==> src/rtl/adder_sched.sv <==
// rtl/adder_sched.sv - round-robin scheduler sharing one external adder among NREQ requesters
module adder_sched #(
  parameter int NREQ  = 4,
  parameter int WIDTH = 8,
  parameter int LAT   = 1
) (
  input  logic                    clk_i,
  input  logic                    reset_i,
  input  logic [NREQ-1:0]         req_valid_i,
  input  logic [NREQ*WIDTH-1:0]   req_a_i,
  input  logic [NREQ*WIDTH-1:0]   req_b_i,
  output logic [NREQ-1:0]         req_ready_o,
  output logic [WIDTH-1:0]        add_a_o,
  output logic [WIDTH-1:0]        add_b_o,
  input  logic [WIDTH-1:0]        add_res_i,
  output logic [NREQ-1:0]         rsp_valid_o,
  output logic [WIDTH-1:0]        rsp_res_o,
  input  logic [NREQ-1:0]         rsp_ready_i,
  output logic                    busy_o,
  output logic [31:0]             done_cnt_o
);

  localparam int GW = (NREQ > 1) ? $clog2(NREQ) : 1;

  typedef enum logic [1:0] {
    S_IDLE = 2'd0,
    S_WAIT = 2'd1,
    S_RESP = 2'd2
  } state_t;

  state_t          r_state;
  state_t          w_next;
  logic [GW-1:0]   r_last_grant;
  logic [GW-1:0]   r_owner;
  logic [GW-1:0]   w_grant;
  logic            w_grant_vld;
  logic [3:0]      r_cnt;
  logic [WIDTH-1:0] r_add_a;
  logic [WIDTH-1:0] r_add_b;
  logic [WIDTH-1:0] r_rsp_res;
  logic            r_busy;
  logic [31:0]     r_done_cnt;

  // Round-robin pick: first valid requester after the last one served, wrapping.
  always_comb begin
    int            w_idx;
    logic [GW-1:0] w_idx_b;
    w_grant     = r_last_grant;
    w_grant_vld = 1'b0;
    for (int i = 1; i <= NREQ; i++) begin
      w_idx   = (int'(r_last_grant) + i) % NREQ;
      w_idx_b = GW'(w_idx);
      if (!w_grant_vld && req_valid_i[w_idx_b]) begin
        w_grant     = w_idx_b;
        w_grant_vld = 1'b1;
      end
    end
  end

  // Next-state and handshake decode; only IDLE may grant, only RESP presents a result.
  always_comb begin
    w_next      = r_state;
    req_ready_o = '0;
    rsp_valid_o = '0;
    case (r_state)
      S_IDLE: begin
        if (w_grant_vld) begin
          req_ready_o[w_grant] = 1'b1;
          w_next               = S_WAIT;
        end
      end
      S_WAIT: begin
        if (r_cnt == 4'd1) w_next = S_RESP;
      end
      S_RESP: begin
        rsp_valid_o[r_owner] = 1'b1;
        if (rsp_ready_i[r_owner]) w_next = S_IDLE;
      end
      default: w_next = S_IDLE;
    endcase
  end

  // State register plus registered busy flag tracking the state being entered.
  always_ff @(posedge clk_i or negedge reset_i) begin
    if (!reset_i) begin
      r_state <= S_IDLE;
      r_busy  <= 1'b0;
    end else begin
      r_state <= w_next;
      r_busy  <= (w_next != S_IDLE);
    end
  end

  // Capture operands and owner on the grant edge; operands stay put until the next grant.
  always_ff @(posedge clk_i or negedge reset_i) begin
    if (!reset_i) begin
      r_add_a      <= '0;
      r_add_b      <= '0;
      r_owner      <= '0;
      r_last_grant <= GW'(NREQ - 1);
    end else if (r_state == S_IDLE && w_grant_vld) begin
      r_add_a      <= req_a_i[w_grant*WIDTH +: WIDTH];
      r_add_b      <= req_b_i[w_grant*WIDTH +: WIDTH];
      r_owner      <= w_grant;
      r_last_grant <= w_grant;
    end
  end

  // Latency countdown; the adder output is sampled on the edge where the count reaches one.
  always_ff @(posedge clk_i or negedge reset_i) begin
    if (!reset_i) begin
      r_cnt     <= '0;
      r_rsp_res <= '0;
    end else begin
      if (r_state == S_IDLE && w_grant_vld) begin
        r_cnt <= 4'(LAT);
      end else if (r_state == S_WAIT) begin
        r_cnt <= r_cnt - 4'd1;
        if (r_cnt == 4'd1) r_rsp_res <= add_res_i;
      end
    end
  end

  // Completed-operation counter, bumped when the owner accepts the response.
  always_ff @(posedge clk_i or negedge reset_i) begin
    if (!reset_i) begin
      r_done_cnt <= '0;
    end else if (r_state == S_RESP && rsp_ready_i[r_owner]) begin
      r_done_cnt <= r_done_cnt + 32'd1;
    end
  end

  assign add_a_o    = r_add_a;
  assign add_b_o    = r_add_b;
  assign rsp_res_o  = r_rsp_res;
  assign busy_o     = r_busy;
  assign done_cnt_o = r_done_cnt;

endmodule

==> config.mk <==
export PLATFORM = sky130hd
export DESIGN_NAME = adder_sched
export DESIGN_NICKNAME = d
export VERILOG_FILES = /design/src/rtl/adder_sched.sv
export SDC_FILE = /design/constraint.sdc
export NUM_CORES = 1
export LEC_CHECK = 0
export ABC_AREA = 0
export CAP_MARGIN = 20
export CORE_UTILIZATION = 35
export DETAILED_ROUTE_END_ITERATION = 16
export DONT_BUFFER_PORTS = 1
export GPL_ROUTABILITY_DRIVEN = 0
export MAX_ROUTING_LAYER = met4
export PLACE_DENSITY = 0.47
export SLEW_MARGIN = 20
export SYNTH_ARGS = -nofsm -noshare
export SYNTH_HDL_FRONTEND = slang
export SYNTH_SLANG_ARGS = --single-unit
==> constraint.sdc <==
create_clock -name clk_i -period 2.56 [get_ports clk_i]
set_input_delay 0 -clock clk_i [delete_from_list [all_inputs] [get_ports clk_i]]
set_output_delay 0 -clock clk_i [all_outputs]
set_load 0.005 [all_outputs]
==> out/qor.yml <==
outcome:
  status: "finished, final reports clean"
die:
  io_pins: 147
  die_y_um: 99.7
  num_rows: 35
  die_x_um: 99.7
  coreArea_sq_um: 9240
  initial_core_util_pct: 36.1
  dieArea_sq_um: 9940
finish:
  diodes: 0
  nFillCells: 848
  fin_nets: 471
  drive_gt1_share_pct: 9.97
  synthToLayoutAreaGrowth_pct: 34.4
global_routing:
  grt_use_total_pct: 18.7
  grt_antenna_before_repair: 0
  grt_pass1_vias: 2710
  grt_remaining_overflow: 0
  grt_pass1_wl_um: 13900
  gr-usage-met2_pct: 30.4
  grtUsageMet3_pct: 6.47
  use_met1_pct: 21.2
  busiest_layer: "met2"
  grt_max_degree: 68
critical_path:
  slowest_delay_ps: 570
  crit_arrival_ps: 2600
  cp_num_buf_inv: 3
  crit_path_start_kind: "flip-flop"
  worstPathCellList: "nand2b_1 -> o21ai_1 -> a211oi_4 -> buf_4 -> clkbuf_16 -> mux2i_1 -> dlygate4sd3_1 -> o221ai_1"
  end_kind: "flip-flop"
  slowest_stage: "dlygate4sd3_1"
  worst-path-stages: 8
  r2r_start: "r_last_grant[0]$_DFFE_PN1P_"
  path_class: "reg2reg"
  crit_family: "buffers and inverters"
  cp-startpoint: "r_last_grant[0]$_DFFE_PN1P_"
  reg2reg_depth: 8
  crit_required_ps: 2740
  worst-path-max-fanout: 18
sta:
  fin_hold_ws_ps: 69.8
  worst_slack_ps: 134
  tns_ps: 0
  final.min_clock_period_ps: 2430
  max_slew_margin_pct: 46.9
  rsz0062_at_grt: "false"
  worst_pin_slew_ps: 796
  skew_ps: 8.33
  finalSetupViolations: 0
  maxSlewViolCount: 0
  clock.fmax_ghz: 0.412
  min_period_over_period_pct: 94.8
  finalHoldViolCount: 0
clocking:
  cts_made_buffers: 9
  clockRootBuffer: "clkbuf_8"
  clk_pin_slew_ps: 80
  clk_latency_ps: 340
  cts.path.max_buffers: 2
  cts_tree: "done"
  clock-sinks: 67
  h-tree-depth: 3
job:
  maxCapViolCount: 0
hold_path:
  min_from: "req_valid_i[2]"
  whs_path_depth: 3
  worstHoldPathType: "in2reg"
synth:
  synth_edf_count: 0
  syn_area_per_cell_sq_um: 10.9
  synth_nets: 392
  synthSimpleGateAreaFrac_pct: 17.5
  yosysSeqAreaShare_pct: 50.3
  synthXorXnorAreaFrac_pct: 8.13
  synthMuxAreaShare_pct: 13.6
  yosys_warnings: 0
  syn_inst: 307
  synth_fa_ha_area_share_pct: 1.12
  synth-async-reset-ratio_pct: 100
  synth_top_family_by_area: "simple AND/OR/NAND/NOR gates"
  ys.flop_type: "dfrtp_1"
  syn_area_sq_um: 3340
  synth_seq_cells: 67
  synth.distinct_cells: 35
  synth_compound_area_share_pct: 6.67
power:
  finalPower_mw: 4.22
  leakage_nw: 2.03
  p_per_area_nw_per_um2: 941
  vdd_drop_max_mv: 0.539
routing:
  wl_um: 8950
  drc: 0
  via_count: 2695
  routedWlPerCell_um: 17.2
  drtPass1Iterations: 4
  via_per_inst: 5.18
  postRouteAntennaNets: 0
  dr.first_iter.drc_count: 66
place:
  dpl.hpwl_um: 5120
  post-place-ws_ps: 532
  io_buffers: 0
==> placed cells by master (no fill, tap or decap), types with 2 or more instances in the layout <==
cell           instances
xor2_1                 6
nor4_1                 3
nand3_1               17
nor2_1                15
a21oi_1                4
mux2i_1               32
dfrtp_1               65
dfstp_2                2
ha_1                   3
and3_1                 6
mux2_2                 9
nor3b_1                3
xnor2_1               25
clkbuf_8               9
o221ai_1              16
clkinv_2               3
dlygate4sd3_1         73
nand2b_1               6
clkbuf_16              2
clkbuf_1               2
buf_4                  3
nor3_4                 2
inv_1                  7
o21ai_0                7
nand2_1               41
nand4_1                9
and4_1                 2
nor3_1                 5
==> metrics by stage <==
step	util (%)	std cells	instance area [sq um]
detailed placement	37.7	427	3480
global placement	37.7	427	3480
CTS	47.9	517	4430
finish	48.6	520	4490
floorplan	-	307	3340
global route	48.6	520	4490
==> cell families (layout without fill, tap and decap cells) <==
group / after synthesis / after routing
and+or+nand+nor: 113 / 113
DFF: 67 / 67
muxes: 43 / 43
AOI/OAI and AO/OA: 31 / 31
xor gates and xnor gates: 31 / 31
buffers and inverters: 19 / 103
adders and majority gates: 3 / 3
==> synth_stat cells (2+ instances only) <==
library cell	count	area (sq um)
nand2_1	41	154
nor4_1	3	18.8
dfrtp_1	65	1630
nor3_1	5	25.0
clkbuf_1	4	15.0
o221ai_1	16	140
ha_1	3	37.5
nor3_4	2	32.5
nand2b_1	6	37.5
buf_2	4	20.0
mux2i_1	33	330
buf_4	2	15.0
nor3b_1	3	22.5
a21oi_1	4	20.0
xnor2_1	25	219
nand4_1	9	56.3
inv_1	7	26.3
o21ai_0	8	40.0
dfstp_2	2	52.6
nand3_1	17	85.1
mux2_2	9	101
and4_1	2	17.5
and3_1	6	37.5
xor2_1	6	52.6
nor2_1	15	56.3
==> cell type report <==
type | count | area [sq um] | area share, %
well taps | 129 | 161 | 3.60
repair buffers | 80 | 851 | 19.0
clock buffers | 11 | 131 | 2.93
inverters | 7 | 26.3 | 0.585
clock inverters | 5 | 53.8 | 1.20
flip-flops and latches | 67 | 1680 | 37.4
multi-input cells | 221 | 1590 | 35.3
==> registers in the layout (all words and copies together) (netlist names) <==
name	cells
done_cnt_o	32
add_a_o	8
add_b_o	8
rsp_res_o	8
r_cnt	4
r_last_grant	2
r_owner	2
r_state	2
busy_o	1
==> path summary, 6_finish.rpt <==
| path | slack [ps] | end |
|---|---|---|
| min reg2reg | 500 | r_last_grant[1]$_DFFE_PN1P_ |
| max reg2reg | 130 | add_a_o[2]$_DFFE_PN0P_ |
| min in group asynchronous | 210 | done_cnt_o[6]$_DFFE_PN0P_ |
| max in group asynchronous | 2040 | r_last_grant[0]$_DFFE_PN1P_ |
| min | 70 | busy_o$_DFF_PN0_ |
| max | 130 | add_a_o[2]$_DFFE_PN0P_ |
==> report_power, final <==
part           total (mW)  internal [mW]  leakage (nW)  switching, mW
clock               0.865          0.448        0.0971          0.417
sequential           1.67           1.37         0.863          0.296
combinational        1.69          0.902          1.08          0.790
total                4.22           2.72          2.03           1.50
==> per-layer routing <==
| metal | routed length (um) | share of wire (%) |
|---|---|---|
| met4 | 129 | 1.4 |
| met2 | 4560 | 51 |
| met3 | 594 | 6.6 |
| met5 | 0 | 0 |
| met1 | 3660 | 41 |
==> what timing repair did <==
item,in CTS,in global routing
endpoints found under the setup margin,0,16
hold buffers,74,0
setup buffers,0,1
gates resized for setup,0,2
endpoints found under the hold margin,91,0
==> worst reg2reg max path: stages, from the launching register on <==
cell and delay, ps:
dfstp_2 540, nand2b_1 120, o21ai_1 110, a211oi_4 200, buf_4 190, clkbuf_16 210
mux2i_1 220, dlygate4sd3_1 570, o221ai_1 110
No activity file was read; power rests on OpenSTA's default activity.
